<file path="config.mk">
export PLATFORM = sky130hd
export DESIGN_NAME = ula_seq_32
export DESIGN_NICKNAME = d
export VERILOG_FILES = /design/src/rtl/ula_seq_32.sv
export SDC_FILE = /design/constraint.sdc
export NUM_CORES = 1
export LEC_CHECK = 0
export CAP_MARGIN = 10
export CORE_MARGIN = 2
export CORE_UTILIZATION = 45
export DETAILED_ROUTE_END_ITERATION = 8
export PLACE_DENSITY_LB_ADDON = 0.1
export SLEW_MARGIN = 20
export SYNTH_ARGS = -nofsm -noshare
export SYNTH_HDL_FRONTEND = slang
export SYNTH_SLANG_ARGS = --single-unit
</file>
<file path="constraint.sdc">
create_clock -name CLK -period 7.7 [get_ports CLK]
set_input_delay 1.925 -clock CLK [delete_from_list [all_inputs] [get_ports CLK]]
set_output_delay 1.925 -clock CLK [all_outputs]
set_load 0.03 [all_outputs]
</file>
<file path="src/rtl/ula_seq_32.sv">
// ula_seq_32 -- byte-serial add/subtract unit shared by two requesters.
//
// One 8-bit ripple-carry adder is reused for every byte pass. A request
// is granted in IDLE, then BYTES passes run (LSB first) and the result
// and flags are presented with a one-cycle DONE pulse.
//
// Ports:
//   CLK, RST            clock, synchronous active-high reset
//   REQx, OPx, Ax, Bx   requester x request level, op (0 add / 1 sub), operands
//   GNT0, GNT1          one-cycle grant pulse (operands captured this cycle)
//   BUSY                grant cycle through DONE cycle
//   DONE, DONE_ID       completion pulse and the requester it belongs to
//   RESULT, COUT,       result and flags, held from DONE until the next DONE
//   OVF, ZERO
//
// state | meaning
// IDLE  | waiting for a request; grant and capture operands
// RUN   | one byte pass per cycle through the shared adder
// FIN   | DONE pulse, result and flags valid

module full_adder_1_bit (
    input  logic a,
    input  logic b,
    input  logic cin,
    output logic sum,
    output logic cout
);
    assign sum  = a ^ b ^ cin;
    assign cout = (a & b) | (cin & (a ^ b));
endmodule

module full_adder_8_bits_structure (
    input  logic [7:0] a,
    input  logic [7:0] b,
    input  logic       cin,
    output logic [7:0] sum,
    output logic       cout
);
    logic [8:0] c;

    assign c[0] = cin;

    for (genvar i = 0; i < 8; i++) begin : g_bit
        full_adder_1_bit u_fa (
            .a    (a[i]),
            .b    (b[i]),
            .cin  (c[i]),
            .sum  (sum[i]),
            .cout (c[i+1])
        );
    end

    assign cout = c[8];
endmodule

module ula_seq_32 #(
    parameter int BYTES = 4
) (
    input  logic                 CLK,
    input  logic                 RST,
    input  logic                 REQ0,
    input  logic                 OP0,
    input  logic [8*BYTES-1:0]   A0,
    input  logic [8*BYTES-1:0]   B0,
    input  logic                 REQ1,
    input  logic                 OP1,
    input  logic [8*BYTES-1:0]   A1,
    input  logic [8*BYTES-1:0]   B1,
    output logic                 GNT0,
    output logic                 GNT1,
    output logic                 BUSY,
    output logic                 DONE,
    output logic                 DONE_ID,
    output logic [8*BYTES-1:0]   RESULT,
    output logic                 COUT,
    output logic                 OVF,
    output logic                 ZERO
);
    localparam int W  = 8 * BYTES;
    localparam int IW = (BYTES > 1) ? $clog2(BYTES) : 1;

    typedef enum logic [1:0] {
        IDLE = 2'd0,
        RUN  = 2'd1,
        FIN  = 2'd2
    } state_t;

    state_t          state;
    state_t          next_state;

    logic [W-1:0]    a_reg;
    logic [W-1:0]    b_reg;
    logic            carry;
    logic [IW-1:0]   idx;
    logic            served;
    logic            last_served;

    logic            req_any;
    logic            sel1;
    logic            last_pass;
    logic [7:0]      a_byte;
    logic [7:0]      b_byte;
    logic [7:0]      sum_byte;
    logic            add_cout;
    logic [W-1:0]    next_result;

    assign req_any   = REQ0 | REQ1;
    // Tie goes to whoever was not served last; last_served resets to 1.
    assign sel1      = REQ1 & (~REQ0 | ~last_served);
    assign last_pass = (idx == IW'(BYTES - 1));

    assign a_byte = a_reg[8*idx +: 8];
    assign b_byte = b_reg[8*idx +: 8];

    full_adder_8_bits_structure u_adder (
        .a    (a_byte),
        .b    (b_byte),
        .cin  (carry),
        .sum  (sum_byte),
        .cout (add_cout)
    );

    // Result with the current pass's byte merged in; used so the flags
    // can be registered on the final pass edge and be valid during FIN.
    always_comb begin
        next_result = RESULT;
        next_result[8*idx +: 8] = sum_byte;
    end

    always_ff @(posedge CLK) begin
        if (RST) begin
            state <= IDLE;
        end else begin
            state <= next_state;
        end
    end

    always_comb begin
        next_state = state;
        case (state)
            IDLE:    if (req_any) next_state = RUN;
            RUN:     if (last_pass) next_state = FIN;
            FIN:     next_state = IDLE;
            default: next_state = IDLE;
        endcase
    end

    // Grants are suppressed under reset so no capture is advertised for
    // a cycle in which reset wins.
    always_comb begin
        GNT0 = 1'b0;
        GNT1 = 1'b0;
        BUSY = 1'b0;
        DONE = 1'b0;
        case (state)
            IDLE: begin
                if (req_any && !RST) begin
                    GNT0 = ~sel1;
                    GNT1 = sel1;
                    BUSY = 1'b1;
                end
            end
            RUN: BUSY = 1'b1;
            FIN: begin
                BUSY = 1'b1;
                DONE = 1'b1;
            end
            default: ;
        endcase
    end

    always_ff @(posedge CLK) begin
        if (RST) begin
            a_reg       <= '0;
            b_reg       <= '0;
            carry       <= 1'b0;
            idx         <= '0;
            served      <= 1'b0;
            last_served <= 1'b1;
            RESULT      <= '0;
            COUT        <= 1'b0;
            OVF         <= 1'b0;
            ZERO        <= 1'b0;
            DONE_ID     <= 1'b0;
        end else begin
            case (state)
                IDLE: begin
                    if (req_any) begin
                        a_reg       <= sel1 ? A1 : A0;
                        // Subtract as A + ~B + 1: invert B and seed carry with OP.
                        if (sel1) begin
                            b_reg <= OP1 ? ~B1 : B1;
                            carry <= OP1;
                        end else begin
                            b_reg <= OP0 ? ~B0 : B0;
                            carry <= OP0;
                        end
                        idx         <= '0;
                        served      <= sel1;
                        last_served <= sel1;
                    end
                end
                RUN: begin
                    RESULT <= next_result;
                    carry  <= add_cout;
                    idx    <= idx + 1'b1;
                    if (last_pass) begin
                        COUT    <= add_cout;
                        OVF     <= (a_reg[W-1] == b_reg[W-1]) &&
                                   (next_result[W-1] != a_reg[W-1]);
                        ZERO    <= (next_result == '0);
                        DONE_ID <= served;
                    end
                end
                default: ;
            endcase
        end
    end
endmodule
</file>
# Word-level counts from Yosys, hierarchy flattened
# Cells that the tools add are included.
[classes]
add_sub_neg = 2
eq_ne = 7
n_shift = 4
mux = 20
n_bitwise = 48
n_reduce_logical = 11
[ops]
columns = ["cell", "n"]
rows = [
  ["32-bit two-way mux", 4],
  ["32-bit inverter", 2],
  ["32-bit by 6-bit indexed part select with 8-bit output", 2],
  ["5-bit negator with 34-bit output", 1],
  ["8-bit by 34-bit variable shift with 32-bit output, first input constant", 1],
  ["8-bit by 34-bit indexed part select with 32-bit output", 1],
  ["32-bit bitwise mux", 1],
  ["32-bit logical NOT", 1],
  ["1-bit AND", 17],
  ["1-bit XOR", 16],
  ["1-bit OR", 10],
  ["1-bit two-way mux", 8],
  ["2-bit one-hot mux with 2 select lines", 2],
  ["2-bit AND reduction", 4],
  ["2-bit two-way mux", 3],
  ["2-bit equality test, second input constant", 2],
  ["2-bit != test, second input constant", 2],
  ["1-bit one-hot mux with 2 select lines", 2],
  ["1-bit inverter", 3],
  ["2-bit by 1-bit adder with 2-bit output, second input constant", 1],
  ["2-bit by 1-bit equality test with 1-bit output, second input constant", 1],
  ["1-bit logical AND", 2],
  ["2-bit logical NOT", 1],
  ["2-bit nonzero test", 1],
  ["other kinds (4)", 4],
]
[word_totals]
reg_bits = 107
output_inout_bits = 40
wordCells = 104

# Longest topological paths before layout
[logic_depth]
depth_word = 21
ltp_mapped = 20

# Hierarchy
# From an unflattened synthesis, not the netlist that was laid out.
[hier_totals]
cells_unflattened = 646
area_unflattened_um2 = 5815.6
[by_module_without_submodules]
columns = ["mod", "n_inst", "cells_per_inst", "area_per_inst_um2"]
rows = [
  ["ula_seq_32", 1, 638, 5655.4],
  ["full_adder_1_bit", 8, 1, 20.0],
]

# Worst setup path before layout
# No wires, ideal clock.
[synth_path]
kind = "reg-to-reg"
startpoint = "register idx[1]"
endpoint = "register ZERO"
setup_time_ns = 0.096
arrival_time_ns = 5.615
slack_ns = 1.989
stages_incl_launch_ff = 21
path_buffers = 2
path_cell_list = "dfxtp_1 -> clkbuf_1 -> buf_1 -> mux4_2 -> inv_1 -> fa_1 -> fa_1 -> fa_1 -> fa_1 -> fa_1 -> inv_1 -> fa_1 -> inv_1 -> fa_1 -> inv_1 -> fa_1 -> nor2b_1 -> a31oi_1 -> nand4_1 -> or4_4 -> o41ai_2"
[synth_via]
elab_chain_cells = 20
[synth_rtl]
columns = ["item", "line", "text"]
rows = [
  ["start, declared", "94", "logic [IW-1:0] idx;"],
  ["start signal, assigned", "206", "idx <= idx + 1'b1;"],
  ["32-bit by 6-bit indexed part select with 8-bit output, on equally long branches", "112, 113", ""],
  ["1-bit XOR", "28, 29", ""],
  ["1-bit AND", "29", "assign cout = (a & b) | (cin & (a ^ b));"],
  ["1-bit OR", "29", ""],
  ["1-bit AND", "29", ""],
  ["1-bit OR", "29", ""],
  ["1-bit AND", "29", ""],
  ["1-bit OR", "29", ""],
  ["[4 not listed]", "n/a", ""],
  ["1-bit AND", "29", ""],
  ["1-bit OR", "29", ""],
  ["1-bit AND", "29", ""],
  ["1-bit OR", "29", ""],
  ["1-bit XOR", "28", "assign sum = a ^ b ^ cin;"],
  ["8-bit by 34-bit indexed part select with 32-bit output", "127", "next_result[8*idx +: 8] = sum_byte;"],
  ["32-bit bitwise mux", "127", ""],
  ["32-bit logical NOT", "211", "ZERO <= (next_result == '0);"],
  ["end signal, assigned", "211", ""],
  ["end, declared", "77", "output logic ZERO"],
]
# Parallel ways exist; a longest one is shown, timed or not.
# A chain may end at the register's enable or synchronous reset.

# Final worst setup path
[layout_path]
startpoint = "register idx[0]"
endpoint = "register ZERO"
# The elaborated chain is that of the path after synthesis.

==> metrics.txt <==
EDFF count, synth=0; status=completed; NetSw=0.503 mW; synthesized flop and latch total=approximately 110; compound-gate portion of the synthesized area=between 10% and 20%; pin count of the biggest net entering global routing=between 90 and 100; PnR Total Power=roughly 1.6 mW; async set-reset flop share out of synthesis=0%; clock network fraction of design power=27.2%; Req. time, crit path=roughly 8.0 ns; layout cells sized above 1=between 5 and 6%; Tightest Pin Transition=approximately 0.91 ns; most used flip-flop cell after synthesis=dfxtp_1; Slew headroom=between 30% and 40%; unique cell type count in the Yosys netlist=44; initial DRC count=363; Post-CTS Hold Fix Bufs=0; XOR/XNOR Fraction of Synth Area=under 10%; most frequent CP cell=fa_1; CTS Buffer Depth=2; vias in the first global route=roughly 5500; fin crit period=a little over 6 ns; clk sink count=between 100 and 150; vias=approximately 5500; Syn Nets=852; Chip Height=between 100 and 150 um; sequential power share=between 40% and 50%; Mapped Area=6100 um^2; Die Width=approximately 120 um; Post-DRT Antenna Nets=0; largest family of logic cells by synthesized area=compound AO/OA/AOI/OAI gates; Setup Fix Bufs, Post-CTS=0; CP endpoint kind=flop; drc violations=0; Crit path buffers/inverters=5; Comb power frac=31.3%; TritonCTS clock tree=done; delay of the slowest critical-path stage=around 0.70 ns; Die Area=around 15000 um^2; LEAKAGE=about 3.0 nW; crit-path cells=buf_4, mux4_2, inv_1, fa_1, fa_1, fa_1, fa_1, fa_1, inv_1, fa_1, inv_1, fa_1, inv_1, fa_1, nor2b_1, a31oi_1, nand4_1, or4_4, o41ai_2; Via density=5.45; fmax=163 MHz; final hold violations=0; # setup viols final=0; # nets final=between 900 and 1000; post-route clock period utilization=approximately four fifths; Hold Crit Class=reg2reg; fillcell total=about 1200; ant diodes=0; PostCTS Resize Cnt=0; row count=42; worst setup path class=reg2reg; initial core utilization=46.1%; Clock Skew=a little under 0.01 ns; Switching Share=between 30% and 40%; IO Count=~170; worst-path fanout max=15; CTS Buf Count=9; total track usage=roughly 23%; Area Overhead vs Synth=33.2%; first-pass GRT wire length=27000 um; family with the most delay on the worst path=adder cells; HPWL after DPL=roughly 12000 um; Post-Synth Simple-Gate Area=15.3%; most common cell after layout, fill and taps aside=clkdlybuf4s50_1; worst vdd ir=between 100 and 150 uV; placed insts=approximately 1000; clock root buffer=clkbuf_16; GR Overflow Total=0; H-tree depth=3; setup tns final=0 ns; internal power=between 1 and 1.5 mW; Post-Synth Adder-Cell Area=between 4 and 5%; placer congestion estimate=approximately 0.9; mux cell area share after synthesis=between 10 and 15%; Crit-path slowest cell=dfxtp_1; worst skew pair latency=0.35 ns; DRT Pass-1 Iters=5; post-route insts no fill=roughly 1000; commonest cells after routing, fill and taps aside=clkdlybuf4s50_1 (170), dfxtp_1 (107), nand2_1 (79), nor2_1 (78); total wire length=roughly 16000 um; RSZ-0062 raised after global routing=no; syn avg cell area=between 8 and 9 um^2; max-cap violation count=0; Slew Limit Fails=0; Post-Syn Instances=700; PD cells=194 nW/um^2; initial antenna violation count=0; post-synthesis sequential area ratio=between 30% and 40%; PortBufs=~170; core area=between 10000 and 15000 um^2; YS warnings=0; CP startpoint kind=flop; Reg clk slew, reported paths=approximately 0.070 ns; Wirelength per Cell=roughly 16 um; CP Data Arrival Time=6.40 ns
## logic make-up after synthesis
logic type	Yosys count
AND/OR/NAND/NOR	211
AO/OA/AOI/OAI	170
flip-flops	107
buffers and inverters	80
XOR/XNOR	64
multiplexers	50
adder cells (fa/ha/maj)	18
## cell type report
class | instances | area (um^2) | area share [%]
repair buffers | 180 | 1770 | 21.8
inverters | 21 | 78.8 | 0.970
flip-flops and latches | 107 | 2140 | 26.4
clock buffers | 12 | 246 | 3.03
well taps | 176 | 220 | 2.71
clock inverters | 3 | 23.8 | 0.292
multi-input cells | 513 | 3650 | 44.9
## final timing paths
path	from	end	slack, ns	cells after the start
min reg2reg	b_reg[10]$_SDFFE_PP0P_	b_reg[10]$_SDFFE_PP0P_	0.46	2
max reg2reg	idx[0]$_SDFFE_PP0P_	ZERO$_SDFFE_PP0P_	1.55	19
min	b_reg[10]$_SDFFE_PP0P_	b_reg[10]$_SDFFE_PP0P_	0.46	2
max	idx[0]$_SDFFE_PP0P_	ZERO$_SDFFE_PP0P_	1.55	19
## stage by stage
step           util [%]  instance area, um^2  setup slack [ns]  hold slack (ns)
2_1_floorplan         -                 6100              1.99            0.433
3_3_place_gp       59.3                 7860              1.71            0.444
3_5_place_dp       59.3                 7860              1.58            0.448
4_1_cts            61.4                 8130              1.55            0.458
5_1_grt            61.4                 8130              1.15            0.481
6_report           61.4                 8130              1.55            0.460
## worst register-to-register path, cell delays in order, from the launching register on
cell	delay [ns]
dfxtp_1	0.70
buf_4	0.37
mux4_2	0.26
inv_1	0.05
fa_1	0.40
fa_1	0.39
fa_1	0.39
fa_1	0.39
fa_1	0.38
inv_1	0.07
fa_1	0.16
inv_1	0.05
fa_1	0.35
inv_1	0.08
fa_1	0.44
nor2b_1	0.18
a31oi_1	0.36
nand4_1	0.15
or4_4	0.56
o41ai_2	0.33
## Yosys cell counts, types with 2 or more instances
master	count	area (um^2)
nor3_1	9	45.0
nand4_1	3	18.8
and3_1	3	18.8
nor2b_1	20	125
a32oi_1	3	26.3
nand3_1	5	25.0
a211oi_1	47	353
ha_1	10	125
and3b_1	3	26.3
o2111ai_1	2	17.5
mux2i_1	34	340
xor2_1	32	280
buf_2	6	30.0
dfxtp_1	107	2140
o211ai_1	33	248
and2b_2	3	26.3
clkbuf_8	2	27.5
clkbuf_1	41	154
buf_1	9	33.8
fa_1	8	160
a21oi_1	47	235
a22oi_1	10	75.1
a31oi_1	15	93.8
xnor2_1	32	280
nand2b_1	3	18.8
o21ai_0	5	25.0
inv_1	21	78.8
nor2_1	78	293
mux4_2	16	360
nand2_1	79	297
## power by group through the flow
stage	combinational (mW)	sequential, mW	clock, mW
global route	0.543	0.659	0.453
detailed placement	0.493	0.666	0
global placement	0.484	0.663	0
CTS	0.494	0.653	0.433
finish	0.493	0.653	0.429
floorplan	0.294	0.675	0
## per-layer routing
layer	wire length (um)	global-route usage (%)
met2	8500	42.7
met5	0	0
met3	754	3.49
met4	227	6.32
met1	6800	27.9
Power figures use the tool's default switching activity.
